**config.mk**
```make
export PLATFORM = sky130hd
export DESIGN_NAME = calc_sequencer
export DESIGN_NICKNAME = d
export VERILOG_FILES = /design/src/rtl/calc_sequencer.sv
export SDC_FILE = /design/constraint.sdc
export NUM_CORES = 1
export LEC_CHECK = 0
export ABC_AREA = 1
export CORE_AREA = 2 2 118 132
export DETAILED_ROUTE_END_ITERATION = 8
export DIE_AREA = 0 0 120 134
export HOLD_SLACK_MARGIN = 0.02
export PLACE_DENSITY = 0.85
export SLEW_MARGIN = 20
export SYNTH_ARGS = -nofsm -noshare
export SYNTH_HDL_FRONTEND = slang
export SYNTH_SLANG_ARGS = --single-unit
```
**constraint.sdc**
```tcl
create_clock -name clk -period 4.3 [get_ports clk]
set_clock_uncertainty 0.2 [all_clocks]
set_input_delay 0.86 -clock clk [delete_from_list [all_inputs] [get_ports clk]]
set_output_delay 0.86 -clock clk [all_outputs]
set_load 0.05 [all_outputs]
```
**src/rtl/calc_sequencer.sv**
```systemverilog
// Calculator operation sequencer: latches operands, loads an operand/op program
// into the processor's instruction memory, runs it for a fixed budget, returns the result.
module calc_sequencer #(
  parameter int DATA_W  = 32,
  parameter int ADDR_W  = 5,
  parameter int RUN_ALU = 11,
  parameter int RUN_DIV = 334
) (
  input  logic              clk,
  input  logic              reset_n,
  input  logic              start,
  input  logic              abort,
  input  logic [DATA_W-1:0] dato_a,
  input  logic [DATA_W-1:0] dato_b,
  input  logic [2:0]        operacion,
  output logic              write_ins,
  output logic [ADDR_W-1:0] ins_address,
  output logic [31:0]       ins,
  output logic              proc_run,
  input  logic [31:0]       resultado_in,
  output logic [31:0]       resultado,
  output logic              busy,
  output logic              ready,
  output logic              error,
  output logic [1:0]        error_code
);

  localparam int NB   = DATA_W / 8;
  localparam int IW   = ADDR_W + 1;
  localparam int RMAX = (RUN_ALU > RUN_DIV) ? RUN_ALU : RUN_DIV;
  localparam int CW   = $clog2(RMAX + 1);

  typedef enum logic [1:0] {S_IDLE, S_LOAD, S_RUN, S_DONE} state_t;

  state_t            r_state;
  logic [DATA_W-1:0] r_a, r_b;
  logic [2:0]        r_op;
  logic [IW-1:0]     r_idx;
  logic [CW-1:0]     r_cnt;
  logic              r_write, r_run, r_busy, r_ready, r_error;
  logic [ADDR_W-1:0] r_addr;
  logic [31:0]       r_ins, r_res;
  logic [1:0]        r_ecode;

  logic              w_is_div;
  logic [IW-1:0]     w_nwords;
  logic [CW-1:0]     w_last_cnt;
  logic [1:0]        w_k;
  logic [3:0]        w_r;
  logic [31:0]       w_word;

  // Byte k of an operand sits at bit 8k, so the immediate is rotated right by 2*(16-4k).
  function automatic logic [3:0] f_rot(input logic [1:0] k);
    return 4'd0 - {k, 2'b00};
  endfunction

  // Restoring division: $0 = quotient (shifted in), $2 = remainder, $3 = bit counter.
  function automatic logic [31:0] f_div_word(input logic [3:0] r, input logic is_mod);
    case (r)
      4'd0:    return 32'hF3A02000;
      4'd1:    return 32'hF3A03020;
      4'd2:    return 32'hF1B00080;
      4'd3:    return 32'hF0A22002;
      4'd4:    return 32'hF1520001;
      4'd5:    return 32'h20422001;
      4'd6:    return 32'h23800001;
      4'd7:    return 32'hF2433001;
      4'd8:    return 32'hF3530000;
      4'd9:    return 32'hF3A04000;
      4'd10:   return 32'h03A04001;
      4'd11:   return 32'hF3540000;
      4'd12:   return 32'h0AFFFFF4;
      4'd13:   return 32'hF1A00000;
      4'd14:   return is_mod ? 32'hF282F000 : 32'hF280F000;
      default: return 32'h0;
    endcase
  endfunction

  assign w_is_div   = (r_op == 3'd3) || (r_op == 3'd4);
  assign w_nwords   = IW'(2 * NB) + (w_is_div ? IW'(15) : IW'(1));
  assign w_last_cnt = w_is_div ? CW'(RUN_DIV - 1) : CW'(RUN_ALU - 1);

  always_comb begin
    w_k    = 2'd0;
    w_r    = 4'd0;
    w_word = 32'h0;
    if (r_idx < IW'(NB)) begin
      w_k    = r_idx[1:0];
      w_word = {12'hF38, 4'h0, 4'h0, f_rot(w_k), 8'(r_a >> {w_k, 3'b000})};
    end else if (r_idx < IW'(2 * NB)) begin
      w_k    = 2'(r_idx - IW'(NB));
      w_word = {12'hF38, 4'h1, 4'h1, f_rot(w_k), 8'(r_b >> {w_k, 3'b000})};
    end else begin
      w_r = 4'(r_idx - IW'(2 * NB));
      case (r_op)
        3'd0:    w_word = 32'hF08F0001;
        3'd1:    w_word = 32'hF04F0001;
        3'd2:    w_word = 32'hF000F001;
        default: w_word = f_div_word(w_r, r_op == 3'd4);
      endcase
    end
  end

  always_ff @(posedge clk or negedge reset_n) begin
    if (!reset_n) begin
      r_state <= S_IDLE;
      r_a     <= '0;
      r_b     <= '0;
      r_op    <= '0;
      r_idx   <= '0;
      r_cnt   <= '0;
      r_write <= 1'b0;
      r_addr  <= '0;
      r_ins   <= '0;
      r_run   <= 1'b0;
      r_res   <= '0;
      r_busy  <= 1'b0;
      r_ready <= 1'b0;
      r_error <= 1'b0;
      r_ecode <= '0;
    end else if (abort && r_state != S_IDLE) begin
      r_state <= S_IDLE;
      r_write <= 1'b0;
      r_run   <= 1'b0;
      r_busy  <= 1'b0;
      r_ready <= 1'b0;
    end else begin
      case (r_state)
        S_IDLE: begin
          r_busy  <= 1'b0;
          r_ready <= 1'b0;
          r_write <= 1'b0;
          r_run   <= 1'b0;
          if (start) begin
            r_a     <= dato_a;
            r_b     <= dato_b;
            r_op    <= operacion;
            r_error <= 1'b0;
            r_ecode <= 2'b00;
            if (operacion > 3'd4) begin
              r_ecode <= 2'b10;
              r_res   <= '0;
              r_state <= S_DONE;
            end else if ((operacion == 3'd3 || operacion == 3'd4) && dato_b == '0) begin
              r_ecode <= 2'b01;
              r_res   <= '0;
              r_state <= S_DONE;
            end else begin
              r_busy  <= 1'b1;
              r_idx   <= '0;
              r_state <= S_LOAD;
            end
          end
        end
        S_LOAD: begin
          if (r_idx < w_nwords) begin
            r_write <= 1'b1;
            r_addr  <= r_idx[ADDR_W-1:0];
            r_ins   <= w_word;
            r_idx   <= r_idx + 1'b1;
          end else begin
            r_write <= 1'b0;
            r_run   <= 1'b1;
            r_cnt   <= '0;
            r_state <= S_RUN;
          end
        end
        S_RUN: begin
          if (r_cnt == w_last_cnt) begin
            r_res   <= resultado_in;
            r_run   <= 1'b0;
            r_busy  <= 1'b0;
            r_ready <= 1'b1;
            r_error <= (r_ecode != 2'b00);
            r_state <= S_DONE;
          end else begin
            r_cnt <= r_cnt + 1'b1;
          end
        end
        default: begin
          // Error entries arrive with ready low and pulse it here; normal entries already pulsed.
          if (!r_ready) begin
            r_ready <= 1'b1;
            r_error <= (r_ecode != 2'b00);
          end else begin
            r_ready <= 1'b0;
            r_state <= S_IDLE;
          end
        end
      endcase
    end
  end

  assign write_ins   = r_write;
  assign ins_address = r_addr;
  assign ins         = r_ins;
  assign proc_run    = r_run;
  assign resultado   = r_res;
  assign busy        = r_busy;
  assign ready       = r_ready;
  assign error       = r_error;
  assign error_code  = r_ecode;

endmodule

```
======== After elaboration in Yosys (flattened, before gate mapping) ========
Index checks and enable logic that the tools add are counted.
operators by class
  add/subtract/negate cells ............... 7
  magnitude comparators ................... 4
  equality and inequality tests ........... 36
  shifts and indexed selects .............. 2
  multiplexer cells ....................... 50
  bitwise operators ....................... 2
  reduce and logical (&&, ||, !) cells .... 27
operators with widths
  cell                 count
  $pmux 32 s15         1
  $mux 32              6
  $pmux 32 s3          1
  $pmux 32 s2          1
  $shr 32x5->8         2
  $logic_not 32->1     1
  $eq 4x4->1 const B   7
  $mux 9               3
  $mux 6               4
  $mux 18              1
  $pmux 9 s2           1
  $eq 4x3->1 const B   4
  $mux 1               16
  $mux 2               8
  $ne 2x2->1 const B   8
  $ne 3x3->1 const B   4
  $pmux 6 s2           1
  $reduce_and 5->1     2
  $reduce_bool 2->1    5
  $add 9x1->9 const B  1
  $eq 3x2->1 const B   3
  $eq 9x9->1           1
  $pmux 1 s3           3
  $reduce_and 3->1     3
  other kinds (31)     41
storage, ports and cells
  register bits after elaboration ......... 160
  input port bits ......................... 103
  output and inout port bits .............. 76
  logic and storage cells ................. 143

======== Longest topological paths before layout ========
Gate-level depths: netlist of the first run.
  word-level depth ........................ 8
  mapped depth ............................ 16
  mapped depth without buffers ............ 15

======== Worst setup path after synthesis of the first run ========
No wires, ideal clock.
  kind .................................... register to register
  from .................................... register r_idx[0]
  to ...................................... register r_ins[4], in the netlist ins[4]
  library setup time ...................... 0.066 ns
  arrival time ............................ 1.992 ns
  data required time ...................... 4.034 ns
  slack ................................... 2.043 ns
  stages on the path, launching flop included .. 13
  buffers on the path ..................... 2
  period minus slack after synthesis ...... 2.257 ns
  cells stage by stage .................... dfrtp_1 > buf_2 > inv_2 > clkbuf_1 > ha_1 > inv_1 > nor2_1 > inv_1 > nor2_1 > inv_1 > nand3_1 > nand3_1 > nand2_1
between the ends
  word-level cells in the longest chain between the ends .. 6
  elaborated cells on any way between the ends .. 27
  classes of those cells .................. 2 x add/sub; 3 x order compare; 14 x eq/ne; 2 x shift; 4 x mux; 2 x reduce/logical
ends and longest elaborated chain
  item                                RTL line  RTL
  start: declaration                  38        logic [IW-1:0] r_idx;
  start signal: assignment            160       r_idx <= r_idx + 1'b1;
  $sub 4x4->4                         94        w_r = 4'(r_idx - IW'(2 * NB));
  $eq 4x4->1 (tied with other cells)  59        case (r)
  $pmux 32 s15                        59
  $pmux 32 s3                         95        case (r_op)
  $mux 32                             90        end else if (r_idx < IW'(2 * NB)) begin
  $mux 32                             87        if (r_idx < IW'(NB)) begin
  end signal: assignment              159       r_ins <= w_word;
  end: declaration                    42        logic [31:0] r_ins, r_res;
Several ways; a longest one is shown, not always the timed one.
A chain may end at the register's enable or synchronous reset.

======== Final worst setup path of the first run ========
  from .................................... register r_op[2]
  to ...................................... register r_ins[29], in the netlist ins[29]
between the ends
  word-level cells in the longest chain between the ends .. 6
  elaborated cells on any way between the ends .. 13
  classes of those cells .................. 1 x add/sub; 1 x order compare; 4 x eq/ne; 4 x mux; 3 x reduce/logical
ends and longest elaborated chain
  item                                             RTL line  RTL
  start: declaration                               37        logic [2:0] r_op;
  start signal: assignment                         137       r_op <= operacion;
  $eq 3x2->1 / $eq 3x3->1 (equally long branches)  79        assign w_is_div = (r_op == 3'd3) || (r_op == 3'd4);
  $logic_or 1x1->1                                 79
  $mux 4                                           80        assign w_nwords = IW'(2 * NB) + (w_is_div ? IW'(15) : IW'(1));
  $add 4x4->5                                      80
  $lt 6x5->1                                       156       if (r_idx < w_nwords) begin
  $reduce_and 3->1 (no line)                       -
Several ways; a longest one is shown, not always the timed one.

==> impl_results.md, run 1 <==
* Wirelength per Cell at 16.3 µm
* Critical path's most frequent cell: nand2_1
* DRC Markers at 0
* Final HPWL DP at 14600 µm
* CTS root buffer: clkbuf_16
* Core ar. at 14800 µm²
* Setup TNS at 0 ns
* Worst Setup End Kind: register
* Total Routing Usage GR at 27.2%
* Worst-path cell chain: inv_2, nand2_2, o21ai_2, ha_1, o21ai_0, nand2_1, nand2_1, nand2_1, nand2_1, nand2_2, nand2_2, nand2_4, clkinv_2, nor2_1, a21oi_1
* Boundary Pins at 179
* Final hold slack at 0.281 ns
* Post-CTS Resized at 0
* Yosys top cell by area: dfrtp_1
* Crit-path slowest cell: dfrtp_1
* # fillers at 1169
* Routability cong. at 0.923
* Syn nets at 1025
* Peak VDD IR at 0.000371 V
* CTS tree: yes
* Most frequent cell after synthesis: nand2_1
* Yosys cell types at 45
* Postcts setup bufs at 0
* Pwr Total at 7.03 mW
* Final period util at 68.6%
* Routed vias/inst at 5.46
* Post-synthesis instance area at 7970 µm²
* Worst slack, placed at 1.00 ns
* WP data required at 4.40 ns
* CTS Buf Count at 17
* Site Rows at 47
* First-pass GRT wire length at 34700 µm
* Syn. warnings at 0
* H-tree depth at 4
* Crit path max fanout at 53
* Maximum root-to-sink buffer count at 2
* Actual slew at the worst max-slew pin at 0.953 ns
* Sequential cell area fraction in the yosys report at 48.7%
* Number of global-route vias before repair at 6915
* Starting Density at 54.0%
* Max cap viols at 0
* Critical Path AT at 3.05 ns
* Setup Viol. Count Final at 0
* Status: finished, final reports clean
* Slew Limit Headroom at 36.5%
* Grt ovf at 0
* Syn Area/Cell at 8.75 µm²
* Synth top area cells: dfrtp_1 (49%), nand2_1 (11%), mux2_2 (4.9%), nor2_1 (4.5%), o21ai_0 (3.9%)
* Largest net degree at the start of global routing at 104
* Chip Width at 120 µm
* Die H at 134 µm
* Die ar. at 16100 µm²
* DR iter-0 viols at 599
* Antenna Cells at 0
* Initial DRT Pass Iterations at 5
* Antenna-violating nets left at 0
* Synth top area share at 48.7%
* Commonest register cell after synthesis: dfrtp_1
* Share of cells above drive strength 1 at 11.5%
* Final-stage net count at 1180
* WP buf/inv at 2
* Min setup slack post-route at 1.35 ns
* CTS Sinks at 155
* CP top delay family: simple AND/OR/NAND/NOR gates
* Port Buffers at 177
* Hold_buf cts at 0
* Startpoint Class: register
* WS Path Type: register to register
* Minimum clock period at 2.95 ns
* EDFF count, synth at 0
* Flops & latches, synth at 155
* Worst Hold Class: register to register
* Pwr dens at 680 nW/µm²
* Ys async rst share at 100%
* Vias post-DR at 6967
* Post-Synthesis Cells at 911
* Initial antenna violation count at 0
* Routed WL at 20800 µm
* Final Util at 70.0%
* Clock-pin slew on the worst setup and hold paths at 0.07 ns
* Fmax at 0.339 GHz
* Hold Vio Cnt, Final at 0
* Largest stage delay on the critical path at 0.48 ns
* Synth cell count leaders: nand2_1 (224), dfrtp_1 (155), nor2_1 (95), o21ai_0 (62), inv_1 (52)
* P_leak at 4.72 nW
* Worst-Skew Late Latency at 0.42 ns
* RSZ-0062 raised after global routing: no
* Syn-to-layout area delta at 29.7%
* Slew Limit Fails at 0
[placed cells by master (no fill, tap or decap), drive strengths merged, types with 2 or more instances in the layout]
cell,instances
nor3b,2
inv,63
o211ai,2
ha,11
mux2,57
a21oi,22
buf,7
nand3,39
clkdlybuf4s50,176
o221ai,4
clkbuf,21
dfrtp,155
o21ai,98
nand2,241
xor2,3
clkinv,6
o22ai,11
or2,4
nand4,42
nor2,99
nor3,4
[final timing paths]
path	from	end	slack (ns)	cells past startpoint
max	r_op[2]$_DFFE_PN0P_	ins[29]$_DFFE_PN0P_	1.35	15
max in group asynchronous	reset_n	ins[17]$_DFFE_PN0P_	2.76	2
max reg2reg	r_op[2]$_DFFE_PN0P_	ins[29]$_DFFE_PN0P_	1.35	15
min in group asynchronous	reset_n	r_b[5]$_DFFE_PN0P_	0.33	1
min	ins[5]$_DFFE_PN0P_	ins[5]$_DFFE_PN0P_	0.28	2
min reg2reg	ins[5]$_DFFE_PN0P_	ins[5]$_DFFE_PN0P_	0.28	2
[layer usage]
layer,part of all wire [%],track usage [%]
met5,0,0
met4,2.8,10.1
met3,4.9,4.34
met2,50,44.8
met1,42,36.4
[power breakdown]
group	total [mW]	internal [mW]	switching [mW]
registers	2.29	1.98	0.314
clock network	1.46	0.851	0.611
logic	3.27	1.13	2.14
total	7.03	3.96	3.07
[flip-flops by register name, indices dropped and copies added, names as in the netlist, 3 cells and up]
signal       flops
resultado       32
ins             27
r_b             32
ins_address      5
r_idx            6
r_a             32
r_cnt            9
r_op             3
[cell type report]
cell class                 count  area, µm²  area share [%]
inverter                      60        226            2.19
sequential                   155       3880            37.5
tap                          196        245            2.37
clock inverter                11        109            1.05
multi-input combinational    649       3580            34.6
clock buffer                  21        470            4.55
timing repair buffer         183       1830            17.7
[worst register-to-register path, cell delays in order, from the launching register on]
cell,delay [ns]
dfrtp_1,0.48
inv_2,0.09
nand2_2,0.17
o21ai_2,0.10
ha_1,0.27
o21ai_0,0.08
nand2_1,0.08
nand2_1,0.05
nand2_1,0.05
nand2_1,0.06
nand2_2,0.08
nand2_2,0.08
nand2_4,0.41
clkinv_2,0.39
nor2_1,0.19
a21oi_1,0.05
[through the flow]
stage               instances  instance area [µm²]
global route             1275                10300
finish                   1275                10300
global placement         1243                 9760
floorplan                 911                 7970
CTS                      1275                10300
detailed placement       1243                 9760
[kinds of logic (layout without fill, tap and decap cells)]
logic type,Yosys count,after routing,synth area share (%)
AOI/OAI and AO/OA,141,141,10.1
xor gates and xnor gates,3,3,0.330
buffers and inverters,107,275,6.55
and+or+nand+nor,436,436,24.5
DFF,155,155,48.7
other,1,1,0.0471
muxes,57,57,8.05
adders and majority gates,11,11,1.73
(Power assumes the default switching activity.)
==> run 2: changes to the inputs <==
CORE_AREA = 2 2 123 137   (was 2 2 118 132)
DIE_AREA = 0 0 125 139   (was 0 0 120 134)
PLACE_DENSITY = 0.79   (was 0.85)
clock period = 2.93 ns   (was 4.3 ns; I/O delays follow)
==> impl_results.md, run 2 (synthesis gave the netlist of run 1 again) <==
* Initial antenna violation count at 0
* Int Power at 5.79 mW
* DR iter-0 viols at 480
* Switch share at 44.2%
* Share of cells above drive strength 1 at 12.4%
* Crit-path slowest cell: dfrtp_1
* WP buf/inv at 1
* Final HPWL DP at 15300 µm
* Die H at 139 µm
* Postcts setup bufs at 0
* Core ar. at 16100 µm²
* P_sw at 4.58 mW
* Critical path's most frequent cell: nand2_1
* WP data required at 3.04 ns
* Worst-Skew Late Latency at 0.43 ns
* RSZ-0062 raised after global routing: no
* Crit. path cell count at 15
* Final hold slack at 0.277 ns
* Max cap viols at 0
* Vias post-DR at 7027
* CTS Buf Count at 17
* CTS tree: yes
* Chip Width at 125 µm
* Comb power frac at 47.6%
* Slew Limit Fails at 0
* Crit path max fanout at 20
* Worst Setup End Kind: register
* Slew Limit Headroom at 58.6%
* Reg power frac at 32.4%
* Largest stage delay on the critical path at 0.48 ns
* Final Util at 65.1%
* Largest net degree at the start of global routing at 68
* H-tree depth at 4
* Design area at 10500 µm²
* Final-stage net count at 1191
* Critical Path AT at 2.72 ns
* Antenna Cells at 0
* Clk pwr share at 20.0%
* Actual slew at the worst max-slew pin at 0.621 ns
* Hold Vio Cnt, Final at 0
* Peak VDD IR at 0.000626 V
* Total Routing Usage GR at 24.9%
* DRC Markers at 0
* Fmax at 0.384 GHz
* Setup TNS at 0 ns
* Maximum root-to-sink buffer count at 2
* Hold path depth at 2
* Die ar. at 17400 µm²
* Grt ovf at 0
* Startpoint Class: register
* Port Buffers at 177
* Most frequent cells in the layout: nand2_1 (224), clkdlybuf4s50_1 (176), dfrtp_1 (155), nor2_1 (95), o21ai_0 (62)
* Final period util at 88.9%
* Pwr dens at 992 nW/µm²
* Worst Hold Class: register to register
* Clock-pin slew on the worst setup and hold paths at 0.07 ns
* Number of global-route vias before repair at 6846
* Routability cong. at 0.912
* Setup Viol. Count Final at 0
* Pwr Total at 10.4 mW
* Antenna-violating nets left at 0
* R2r worst-path depth at 15
* CP top delay family: simple AND/OR/NAND/NOR gates
* Placed cell area at 9890 µm²
* Wirelength per Cell at 16.3 µm
* First-pass GRT wire length at 34800 µm
* P_leak at 4.77 nW
* CTS root buffer: clkbuf_16
* Initial DRT Pass Iterations at 5
* Syn-to-layout area delta at 31.2%
* Starting Density at 49.6%
* Status: finished, final reports clean
* Routed vias/inst at 5.43
* Site Rows at 49
* Worst-path cell chain: nand2_1, nand2_2, o21ai_2, ha_1, o21ai_0, nand2_1, nand2_1, nand2_1, nand2_1, nand2_2, nand2_2, nand2_4, clkinv_2, nor2_1, a21oi_1
* Boundary Pins at 179
* WS Path Type: register to register
* Minimum clock period at 2.60 ns
* CTS Sinks at 155
* Routed WL at 21100 µm
* Commonest non-fill, non-tap cell in the layout: nand2_1
## run 2: path summary, 6_finish.rpt
path,from,to,slack [ns]
min in group asynchronous,reset_n,r_b[5]$_DFFE_PN0P_,0.51
max reg2reg,r_op[1]$_DFFE_PN0P_,ins[29]$_DFFE_PN0P_,0.33
min reg2reg,ins[5]$_DFFE_PN0P_,ins[5]$_DFFE_PN0P_,0.28
min,ins[5]$_DFFE_PN0P_,ins[5]$_DFFE_PN0P_,0.28
max,r_op[1]$_DFFE_PN0P_,ins[29]$_DFFE_PN0P_,0.33
max in group asynchronous,reset_n,ins[20]$_DFFE_PN0P_,1.26
## run 2: worst min-delay path: stages, from the launching register on
cell,delay (ns)
dfrtp_1,0.34
nand2_1,0.05
nand2_1,0.05
## run 2: power by group through the flow
stage               Clock, mW  Sequential [mW]  Combinational (mW)
floorplan                   0             4.11                2.73
CTS                      2.11             3.35                4.94
finish                   2.07             3.36                4.94
global placement            0             3.36                4.83
detailed placement          0             3.38                4.92
global route             2.21             3.44                5.38
## run 2: cell type report
type / count / area, µm²
fillers: 1370 / 5610
clock inverters: 14 / 123
flip-flops and latches: 155 / 3880
repair buffers: 194 / 1970
well taps: 204 / 255
multi-input cells: 649 / 3580
clock buffers: 18 / 429
inverters: 60 / 226
## run 2: stage by stage
step           cells  setup slack [ns]
6_report        1294             0.326
5_1_grt         1294            0.0695
4_1_cts         1294             0.340
3_5_place_dp    1261             0.156
3_3_place_gp    1261             0.190
2_1_floorplan    911             0.673
## run 2: routing by layer
metal / vias up / track usage, % / part of all wire [%]
met1: 3370 / 32.6 / 42
met3: 56 / 5.02 / 4.5
li1: 3380 / - / -
met2: 221 / 40.3 / 50
met5: - / 0 / 0
met4: 0 / 10.9 / 3.3
## run 2: repair_timing
item / in CTS / in global routing
hold buffers: 1 / 0
endpoints found under the setup margin: 0 / 0
hold endpoints to repair: 63 / 0
resized for setup: 0 / 0
==> run 3: changes to the inputs <==
PLACE_DENSITY = unset   (was 0.79)
PLACE_DENSITY_LB_ADDON = 0.08   (was unset)
==> impl_results.md, run 3 (synthesis gave the netlist of run 1 again) <==
* Status: finished, final reports clean
* CTS Buf Count at 17
* Clk pwr share at 20.0%
* Hold Vio Cnt, Final at 0
* Vias post-DR at 6876
* Startpoint Class: register
* Die ar. at 17400 µm²
* Syn-to-layout area delta at 31.8%
* Postcts setup bufs at 0
* Hold_buf cts at 1
* WS Path Type: register to register
* Critical Path AT at 2.63 ns
* Switch share at 43.7%
* Commonest non-fill, non-tap cell in the layout: nand2_1
* Boundary Pins at 179
* Slew Limit Headroom at 62.6%
* DR iter-0 viols at 435
* Share of cells above drive strength 1 at 12.6%
* Post-CTS Resized at 0
* Comb power frac at 47.9%
* Initial antenna violation count at 0
* Grt ovf at 0
* H-tree depth at 4
* Reg power frac at 32.1%
* Starting Density at 49.6%
* Routability cong. at 0.916
* Slew Limit Fails at 0
* Antenna-violating nets left at 0
* Peak VDD IR at 0.000544 V
* Crit path max fanout at 14
* Final hold slack at 0.282 ns
* Die H at 139 µm
* Setup TNS at 0 ns
* Setup Viol. Count Final at 0
* Minimum clock period at 2.51 ns
* Chip Width at 125 µm
* Most frequent cells in the layout: nand2_1 (224), clkdlybuf4s50_1 (176), dfrtp_1 (155), nor2_1 (95), o21ai_0 (62)
* Maximum root-to-sink buffer count at 2
* CTS tree: yes
* Antenna Cells at 0
* DRC Markers at 0
* Sequential Area at 3880 µm²
* Worst-Skew Late Latency at 0.42 ns
* Area of the multi-input gates at 3580 µm²
* Routed WL at 20600 µm
* P_sw at 4.54 mW
* Number of global-route vias before repair at 6766
* WP data required at 3.04 ns
* Actual slew at the worst max-slew pin at 0.560 ns
* Fmax at 0.398 GHz
* P_leak at 4.79 nW
* CTS root buffer: clkbuf_16
* Site Rows at 49
* CTS Sinks at 155
* First-pass GRT wire length at 34000 µm
* Pwr dens at 988 nW/µm²
* Total Routing Usage GR at 24.1%
* Clock-pin slew on the worst setup and hold paths at 0.07 ns
* Core ar. at 16100 µm²
* Max cap viols at 0
* Final HPWL DP at 14900 µm
* Int Power at 5.84 mW
* Final period util at 85.8%
* Worst Setup End Kind: register
* Worst Hold Class: register to register
* Routed vias/inst at 5.30
* Wirelength per Cell at 15.9 µm
* Port Buffers at 177
* # fillers at 1353
* Largest net degree at the start of global routing at 68
* Final-stage net count at 1194
* RSZ-0062 raised after global routing: no
* Initial DRT Pass Iterations at 6
run 3: changes by cell type in the layout (fill, tap and decap cells not counted), sizes merged:
| cell | change |
|---|---|
| clkinvlp | +2 |
| buf | +3 |
| inv | -1 |
| clkbuf | -1 |
run 3: worst max-delay path, stage by stage (launching register included):
cell,delay [ns]
dfrtp_1,0.45
nand2_1,0.09
nand2_2,0.17
o21ai_2,0.11
ha_1,0.27
o21ai_0,0.07
nand2_1,0.08
nand2_1,0.04
nand2_1,0.05
nand2_1,0.06
nand2_2,0.08
nand2_2,0.08
nand2_4,0.15
clkinv_2,0.25
nand3_1,0.19
nand2_1,0.06
run 3: layer usage:
metal | vias up | global-route usage (%) | wire length (µm)
li1 | 3376 | - | -
met1 | 3266 | 31.4 | 8910
met2 | 196 | 39.1 | 10100
met3 | 38 | 5.21 | 1010
met4 | 0 | 9.82 | 579
met5 | - | 0 | 0
run 3: stage by stage:
step / total power [mW] / util (%) / instance area [µm²] / std cells / worst slack [ns]
after floorplan: 6.84 / - / 7970 / 911 / 0.673
after global placement: 8.29 / 61.9 / 9940 / 1264 / 0.223
after detailed placement: 8.34 / 61.9 / 9940 / 1264 / 0.178
after CTS: 10.5 / 65.4 / 10500 / 1297 / 0.407
after global routing: 11.1 / 65.4 / 10500 / 1297 / 0.201
final: 10.4 / 65.4 / 10500 / 1297 / 0.415
run 3: worst paths after layout:
kind,startpoint,to,slack [ns],depth (start not counted)
hold / removal,resultado[16]$_DFFE_PN0P_,resultado[16]$_DFFE_PN0P_,0.28,2
hold reg to reg,resultado[16]$_DFFE_PN0P_,resultado[16]$_DFFE_PN0P_,0.28,2
min in group asynchronous,reset_n,r_cnt[6]$_DFFE_PN0P_,0.46,2
max in group asynchronous,reset_n,ins[5]$_DFFE_PN0P_,1.35,3
setup reg to reg,r_op[1]$_DFFE_PN0P_,ins[0]$_DFFE_PN0P_,0.42,15
setup / recovery,r_op[1]$_DFFE_PN0P_,ins[0]$_DFFE_PN0P_,0.42,15
run 3: power groups by stage:
stage / clock (mW) / sequential (mW) / combinational (mW)
floorplan: 0 / 4.11 / 2.73
global placement: 0 / 3.34 / 4.95
detailed placement: 0 / 3.36 / 4.99
CTS: 2.12 / 3.33 / 5.01
global route: 2.21 / 3.42 / 5.43
finish: 2.08 / 3.33 / 4.97
run 3: final cells by class:
| cell class | count | area share (%) |
|---|---|---|
| Inverter | 60 | 2.16 |
| Sequential cell | 155 | 36.9 |
| Tap cell | 204 | 2.43 |
| Multi-Input combinational cell | 649 | 34.0 |
| Timing Repair Buffer | 197 | 19.2 |
| Clock inverter | 15 | 1.24 |
| Clock buffer | 17 | 4.05 |
